`config.mk`:
```
export PLATFORM = sky130hd
export DESIGN_NAME = fc_result_writeback
export DESIGN_NICKNAME = d
export VERILOG_FILES = /design/src/rtl/fc_pkg.sv /design/src/rtl/fc_argmax_tracker.sv /design/src/rtl/fc_result_writeback.sv
export SDC_FILE = /design/constraint.sdc
export NUM_CORES = 1
export LEC_CHECK = 0
export ABC_CLOCK_PERIOD_IN_PS = 6000
export CORE_MARGIN = 3
export CORE_UTILIZATION = 44
export DETAILED_ROUTE_END_ITERATION = 8
export PLACE_DENSITY = 0.77
export SLEW_MARGIN = 20
export SYNTH_ARGS = -nofsm -noshare
export SYNTH_HDL_FRONTEND = slang
export SYNTH_SLANG_ARGS = --single-unit
```
`constraint.sdc`:
```
create_clock -name clk -period 6 [get_ports clk]
set_input_delay 1.5 -clock clk [delete_from_list [all_inputs] [get_ports clk]]
set_output_delay 1.5 -clock clk [all_outputs]
set_load 0.01 [all_outputs]
```
`src/rtl/fc_pkg.sv`:
```
// Shared sizes, the default data word type and the writeback FSM state encoding.
package fc_pkg;

  localparam int WORD_SIZE    = 16;
  localparam int OP_SIZE      = 10;
  localparam int ADDRESS_SIZE = 16;

  typedef logic signed [WORD_SIZE-1:0] word_t;

  typedef enum logic [1:0] {
    IDLE  = 2'd0,
    WRITE = 2'd1,
    CLASS = 2'd2,
    DONE  = 2'd3
  } wb_state_e;

endpackage

```
`src/rtl/fc_argmax_tracker.sv`:
```
// Running signed maximum over a stream of words; reports the index of the first maximum.
module fc_argmax_tracker #(
  parameter int WORD_SIZE = 16,
  parameter int OP_SIZE   = 10,
  parameter int IDX_W     = $clog2(OP_SIZE)
) (
  input  logic                 i_clk,
  input  logic                 i_rst,
  input  logic                 i_clear,
  input  logic                 i_valid,
  input  logic [WORD_SIZE-1:0] i_data,
  output logic [IDX_W-1:0]     o_idx
);

  localparam int CNT_W = $clog2(OP_SIZE + 1);

  logic signed [WORD_SIZE-1:0] r_max;
  logic [CNT_W-1:0]            r_cnt;
  logic [IDX_W-1:0]            r_idx;

  // Strict '>' keeps the earliest index when values tie.
  always_ff @(posedge i_clk or posedge i_rst) begin
    if (i_rst) begin
      r_max <= '0;
      r_cnt <= '0;
      r_idx <= '0;
    end else if (i_clear) begin
      r_max <= '0;
      r_cnt <= '0;
      r_idx <= '0;
    end else if (i_valid) begin
      if ((r_cnt == '0) || ($signed(i_data) > r_max)) begin
        r_max <= $signed(i_data);
        r_idx <= r_cnt[IDX_W-1:0];
      end
      r_cnt <= r_cnt + CNT_W'(1);
    end
  end

  assign o_idx = r_idx;

endmodule

```
`src/rtl/fc_result_writeback.sv`:
```
// Snapshots the FC output vector on fc_done and streams it word-by-word into RAM.
// Optional argmax class write is enabled with the FC_WB_ARGMAX_EN macro.
// Handshake: a word transfers on a cycle where ram_we && ram_ready; while ram_we is
// high and ram_ready is low, ram_addr/ram_wdata stay stable and ram_we is never retracted.
module fc_result_writeback #(
  parameter int WORD_SIZE    = fc_pkg::WORD_SIZE,
  parameter int OP_SIZE      = fc_pkg::OP_SIZE,
  parameter int ADDRESS_SIZE = fc_pkg::ADDRESS_SIZE,
  parameter int IDX_W        = $clog2(OP_SIZE)
) (
  input  logic                    clk,
  input  logic                    reset,
  input  logic                    fc_done,
  input  logic [WORD_SIZE-1:0]    fc_result [OP_SIZE-1:0],
  input  logic [ADDRESS_SIZE-1:0] base_addr,
  input  logic                    ram_ready,
  output logic                    ram_we,
  output logic [ADDRESS_SIZE-1:0] ram_addr,
  output logic [WORD_SIZE-1:0]    ram_wdata,
  output logic                    busy,
  output logic                    done,
  output logic                    overrun,
  output logic [IDX_W-1:0]        class_idx,
  output fc_pkg::wb_state_e       dbg_state
);

  import fc_pkg::*;

  wb_state_e               r_state;
  wb_state_e               w_next;
  logic [WORD_SIZE-1:0]    r_buf [OP_SIZE-1:0];
  logic [ADDRESS_SIZE-1:0] r_base;
  logic [IDX_W-1:0]        r_idx;
  logic                    r_overrun;
  logic [IDX_W-1:0]        w_class_idx;
  logic                    w_capture;
  logic                    w_last;
  logic                    w_word_xfer;

  assign w_capture   = (r_state == IDLE) && fc_done;
  assign w_last      = (r_idx == IDX_W'(OP_SIZE - 1));
  assign w_word_xfer = (r_state == WRITE) && ram_ready;

  always_comb begin
    w_next    = r_state;
    ram_we    = 1'b0;
    ram_addr  = '0;
    ram_wdata = '0;
    busy      = 1'b0;
    done      = 1'b0;
    case (r_state)
      IDLE: begin
        if (fc_done) w_next = WRITE;
      end
      WRITE: begin
        ram_we    = 1'b1;
        ram_addr  = r_base + ADDRESS_SIZE'(r_idx);
        ram_wdata = r_buf[r_idx];
        busy      = 1'b1;
`ifdef FC_WB_ARGMAX_EN
        if (ram_ready && w_last) w_next = CLASS;
`else
        if (ram_ready && w_last) w_next = DONE;
`endif
      end
      CLASS: begin
        ram_we    = 1'b1;
        ram_addr  = r_base + ADDRESS_SIZE'(OP_SIZE);
        ram_wdata = WORD_SIZE'(w_class_idx);
        busy      = 1'b1;
        if (ram_ready) w_next = DONE;
      end
      DONE: begin
        done   = 1'b1;
        w_next = IDLE;
      end
      default: w_next = IDLE;
    endcase
  end

  // A fc_done outside IDLE (including the DONE cycle) only flags overrun.
  always_ff @(posedge clk or posedge reset) begin
    if (reset) begin
      r_state   <= IDLE;
      r_base    <= '0;
      r_idx     <= '0;
      r_overrun <= 1'b0;
    end else begin
      r_state <= w_next;
      if (w_capture) begin
        r_base    <= base_addr;
        r_idx     <= '0;
        r_overrun <= 1'b0;
      end else begin
        if (fc_done) r_overrun <= 1'b1;
        if (w_word_xfer) r_idx <= r_idx + IDX_W'(1);
      end
    end
  end

  always_ff @(posedge clk) begin
    if (w_capture) begin
      for (int i = 0; i < OP_SIZE; i++) r_buf[i] <= fc_result[i];
    end
  end

`ifdef FC_WB_ARGMAX_EN
  fc_argmax_tracker #(
    .WORD_SIZE (WORD_SIZE),
    .OP_SIZE   (OP_SIZE),
    .IDX_W     (IDX_W)
  ) u_argmax (
    .i_clk   (clk),
    .i_rst   (reset),
    .i_clear (w_capture),
    .i_valid (w_word_xfer),
    .i_data  (r_buf[r_idx]),
    .o_idx   (w_class_idx)
  );
`else
  assign w_class_idx = '0;
`endif

  assign class_idx = w_class_idx;
  assign overrun   = r_overrun;
  assign dbg_state = r_state;

endmodule

```
# After elaboration in Yosys (flattened, before gate mapping)
# Memory sizes are Yosys's and may differ from the RTL's.
# Cells that the tools add are included.
word_totals:
  wordCells: 37
  ram_bits: 160
  n_memories: 1
  romBits: 0
  latchBits: 0
  register_bits: 23
  inputBits: 180
  output_inout_bits: 42
mem_list:
  columns: ["name", "words", "width", "read_ports", "rd_clocked_by_memory_dff", "wr", "line_no", "source"]
  rows:
  - ["r_buf", 10, 16, 1, 0, 10, "fc_result_writeback.sv:31", "logic [WORD_SIZE-1:0] r_buf [OP_SIZE-1:0];"]
classes:
  multipliers: 0
  n_bitwise: 0
  n_mux: 14
  div_mod_pow: 0
  add_sub_neg: 3
  n_reduce_logical: 8
  shifts: 0
  magnitude_cmp: 0
  eq_ne: 7
op_table:
  columns: ["op", "n"]
  rows:
  - ["$pmux W16 S2", 1]
  - ["$add A16 B4 Y16", 1]
  - ["$add A16 B4 Y16 const B", 1]
  - ["$mux W16", 1]
  - ["$mux W4", 2]
  - ["$pmux W2 S4", 1]
  - ["$mux W1", 6]
  - ["$mux W2", 3]
  - ["$add A4 B1 Y4 const B", 1]
  - ["$eq A2 B2 Y1 const B", 2]
  - ["$eq A4 B4 Y1 const B", 1]
  - ["$ne A2 B2 Y1 const B", 2]
  - ["$reduce_bool A2 Y1", 2]
  - ["$logic_and A1 B1 Y1", 3]
  - ["$reduce_and A3 Y1", 1]
  - ["$eq A2 B1 Y1 const B", 1]
  - ["$logic_not A2 Y1", 1]
  - ["$ne A2 B1 Y1 const B", 1]
  - ["$reduce_or A2 Y1", 1]

# Depth between registers and ports, before layout
depth:
  depth_word: 4
  depth_mapped: 9

# Worst setup path after synthesis
# No wires, ideal clock.
synth_timing:
  path_type: "input to register"
  from: "in fc_done"
  to: "reg r_base[1]"
  cell_stages: 4
  setup_ns: 0.370
  setup_slack_ns: -0.937
  t_required_ns: 5.630
  n_path_buf: 2
  t_arrival_ns: 6.567
  cell_sequence: "and2_1 -> clkbuf_1 -> clkbuf_1 -> o21ai_0"
synth_between:
  elab_chain_len: 1
synth_rtl:
  columns: ["item", "line_no", "source"]
  rows:
  - ["start: declaration", "fc_result_writeback.sv:13", "input logic fc_done,"]
  - ["$logic_and A1 B1 Y1", "fc_result_writeback.sv:40", "assign w_capture = (r_state == IDLE) && fc_done;"]
  - ["named net w_capture", "fc_result_writeback.sv:36", "logic w_capture;"]
  - ["end signal: assignment", "fc_result_writeback.sv:91", "r_base <= base_addr;"]
  - ["end: declaration", "fc_result_writeback.sv:32", "logic [ADDRESS_SIZE-1:0] r_base;"]
# The timed path passes the listed nets, and every way through them passes these cells.
# A chain may end at the register's enable or synchronous reset.

# Final worst setup path
layout_timing:
  from: "reg r_idx[0]"
  to: "out ram_addr[12]"
layout_between:
  elab_chain_len: 2
layout_rtl:
  columns: ["item", "line_no", "source"]
  rows:
  - ["start: declaration", "fc_result_writeback.sv:33", "logic [IDX_W-1:0] r_idx;"]
  - ["start signal: assignment", "fc_result_writeback.sv:96", "if (w_word_xfer) r_idx <= r_idx + IDX_W'(1);"]
  - ["$add A16 B4 Y16", "fc_result_writeback.sv:57", "ram_addr = r_base + ADDRESS_SIZE'(r_idx);"]
  - ["$pmux W16 S2", "fc_result_writeback.sv:51", "case (r_state)"]
  - ["end: declaration", "fc_result_writeback.sv:18", "output logic [ADDRESS_SIZE-1:0] ram_addr,"]
# Every way passes these cells.

==> flow_metrics.tcl <==
set metrics [dict create \
    grt_max_degree 79 \
    path_clk_slew_ns 0.07 \
    grt_overflow 0 \
    synth_top_family_by_area "multiplexers" \
    dp_hpwl_mm 13.7 \
    cp-end-kind "output port" \
    slew_headroom_pct 33.4 \
    synth_edf_count 160 \
    instances_no_fill 938 \
    worstSetupStartpointType "flop" \
    final.min_clock_period_ns 5.20 \
    synthAdderAreaFrac_pct 2.14 \
    ys_warn_count 0 \
    layout_commonest_cell "clkdlybuf4s50_1" \
    final-hold-violation-count 0 \
    fin_util_pct 62.1 \
    place.gp.congestion 0.899 \
    synthXorXnorAreaFrac_pct 0.659 \
    die_width_um 141 \
    cts_buffers 17 \
    path_class "flop to output port" \
    rows 48 \
    die_h_um 141 \
    drt-initial-drc-count 309 \
    clock_latency_ns 0.43 \
    arrival_ns 3.70 \
    cts_setup_buffers 0 \
    worstPathCellList "ha_1 -> inv_1 -> fa_1 -> nand2b_1 -> o2bb2ai_1 -> nor2_2 -> or4b_1 -> a31oi_1 -> clkdlybuf4s50_1" \
    fill_cells 1264 \
    fin_ws_ns 0.798 \
    worst_slew_pin_slew_ns 0.999 \
    drt_wl_total_mm 19.1 \
    holdBufCountCts 0 \
    drive_above_1_share_pct 12.8 \
    grt_pass1_vias 5325 \
    crit_start "r_idx[0]$_DFFE_PP0P_" \
    fin_setup_tns_ns 0 \
    root_buffer "clkbuf_16" \
    syn_inst 487 \
    synth_ff_type "edfxtp_1" \
    rsz0062_at_grt "no" \
    reg2reg_depth 6 \
    cts_buffer_depth 2 \
    place_ws_ns 1.23 \
    drc 0 \
    status "complete, no violations" \
    syn_area_sq_um 7970 \
    slowest_delay_ns 0.70 \
    critical_path.max_fanout 24 \
    dr.pass1.iters 5 \
    tritoncts "done" \
    clock_skew_ns 0.0103 \
    ctsResizeCount 0 \
    leakage_nw 3.74 \
    ys_async_sr_fraction_pct 12.6 \
    crit_family "simple AND/OR/NAND/NOR gates" \
    ant_nets 0 \
    synth-compound-area-share_pct 7.83 \
    synth_seq_area_share_pct 67.5 \
    ys_ff_latch 183 \
    clock_sinks 183 \
    place_inst 905 \
    fin_crit_sh_pct 86.7 \
    worst-path-buf-inv 2 \
    vias_per_cell 5.37 \
    cpMaxStageDelayCell "dfrtp_4" \
    synthMuxAreaShare_pct 13.5 \
    dr_total_vias 5034 \
    crit_cells 9 \
    core_sq_um 17500 \
    endpoint "ram_addr[12]" \
    worstReg2RegEnd "dbg_state[1]$_DFFE_PP0P_" \
    hp-class "flop to flop" \
    cap_violations 0 \
    nNetsFinal 892 \
    areaGrowthSynthToFinish_pct 36.7 \
    ir_worst_vdd_mv 0.287 \
    r2r_slack_ns 3.48 \
    ys_types 52 \
    boundaryPins 222 \
    dieArea_sq_um 19800 \
    wire_per_inst_um 20.4 \
    antenna_found_initial 1 \
    fin_total_pwr_mw 4.95 \
    required_ns 4.50 \
    grtUsageTotal_pct 19.6 \
    powerDensity_nw_per_um2 454 \
    yosys.area_share.simple_pct 5.20 \
    io_buffers 217 \
    fmax_mhz 192 \
    slew_viol_final 0 \
    start_util_pct 45.4 \
    setup_viol_count_final 0 \
    syn_area_per_cell_sq_um 16.4 \
    layout_common_cells "clkdlybuf4s50_1 (217), edfxtp_1 (160), a211oi_1 (34)" \
    grt_pass1_wl_mm 29.6 \
    reg2reg_from "dbg_state[1]$_DFFE_PP0P_" \
    cts_max_level 4 \
]
worst min path at each step:
stage / startpoint / end / slack (ns) / cells after the start
6_report: overrun$_DFFE_PP0P_ / overrun$_DFFE_PP0P_ / 0.51 / 2
5_1_grt: overrun$_DFFE_PP0P_ / overrun$_DFFE_PP0P_ / 0.54 / 2
4_1_cts: overrun$_DFFE_PP0P_ / overrun$_DFFE_PP0P_ / 0.51 / 2
3_5_place_dp: overrun$_DFFE_PP0P_ / overrun$_DFFE_PP0P_ / 0.49 / 2
3_3_place_gp: overrun$_DFFE_PP0P_ / overrun$_DFFE_PP0P_ / 0.48 / 2
2_1_floorplan: r_base[15]$_DFFE_PP0P_ / r_base[15]$_DFFE_PP0P_ / 0.50 / 1
through the flow:
step,hold slack (ns),area [sq um]
after floorplan,0.498,7980
after global placement,0.482,10300
after detailed placement,0.493,10300
after CTS,0.512,10900
after global routing,0.538,10900
final,0.507,10900
where the power goes:
part | switching (mW) | internal [mW] | leakage, nW
clock | 0.538 | 0.567 | 0.294
combinational | 1.00 | 1.00 | 1.71
sequential | 0.197 | 1.64 | 1.73
total | 1.74 | 3.21 | 3.74
sequential cells by signal, summed over array words and instances (netlist names):
register	count
r_buf	160
dbg_state	2
r_idx	4
r_base	16
overrun	1
per-layer routing:
metal  vias to the layer above  GRT usage, %  share of wire (%)
met5                         -             0                  0
met4                         0          6.02                1.4
met3                        21          4.31                6.2
met2                       212          34.2                 53
met1                      2451          24.6                 40
li1                       2350             -                  -
Yosys cell counts, types with 3 or more instances:
cell,count,share of area (%)
ha_1,12,1.9
dfrtp_1,23,7.2
mux2i_1,19,2.4
o22ai_1,3,0.24
nand3_1,6,0.38
clkbuf_1,12,0.57
xnor2_1,3,0.33
nand2_1,19,0.89
nor2_1,19,0.89
nor3_1,6,0.38
and2_1,19,1.5
inv_1,12,0.57
buf_4,7,0.66
mux4_2,31,8.8
mux2_2,14,2.0
nand4_1,5,0.39
xor2_1,3,0.33
o21ai_0,15,0.94
edfxtp_1,160,60
a31oi_1,4,0.31
buf_2,11,0.69
a22oi_1,4,0.38
a21oi_1,11,0.69
a211oi_1,34,3.2
worst reg2reg max path, cell delays in order (launching register included):
cell and delay, ns:
dfrtp_1 0.44, inv_1 0.11, ha_1 0.37, inv_1 0.75, a22oi_1 0.24, a21oi_1 0.29
mux2i_1 0.24
logic make-up (layout without fill, tap and decap cells):
family	count (synthesis)	in the layout
flip-flops	183	183
multiplexers	65	65
AND/OR/NAND/NOR	82	82
buffers and inverters	46	268
XOR/XNOR	6	6
adder cells (fa/ha/maj)	13	13
AO/OA/AOI/OAI	91	91
other	1	5
area by class of cell:
class	count	area [sq um]	share of cell area [%]
well taps	225	282	2.58
clock inverters	15	166	1.53
diodes	1	2.50	0.0230
clock buffers	17	425	3.90
multi-input cells	261	2350	21.6
flip-flops and latches	183	5390	49.4
inverters	12	45.0	0.413
repair buffers	224	2240	20.5
(Power assumes the default switching activity.)
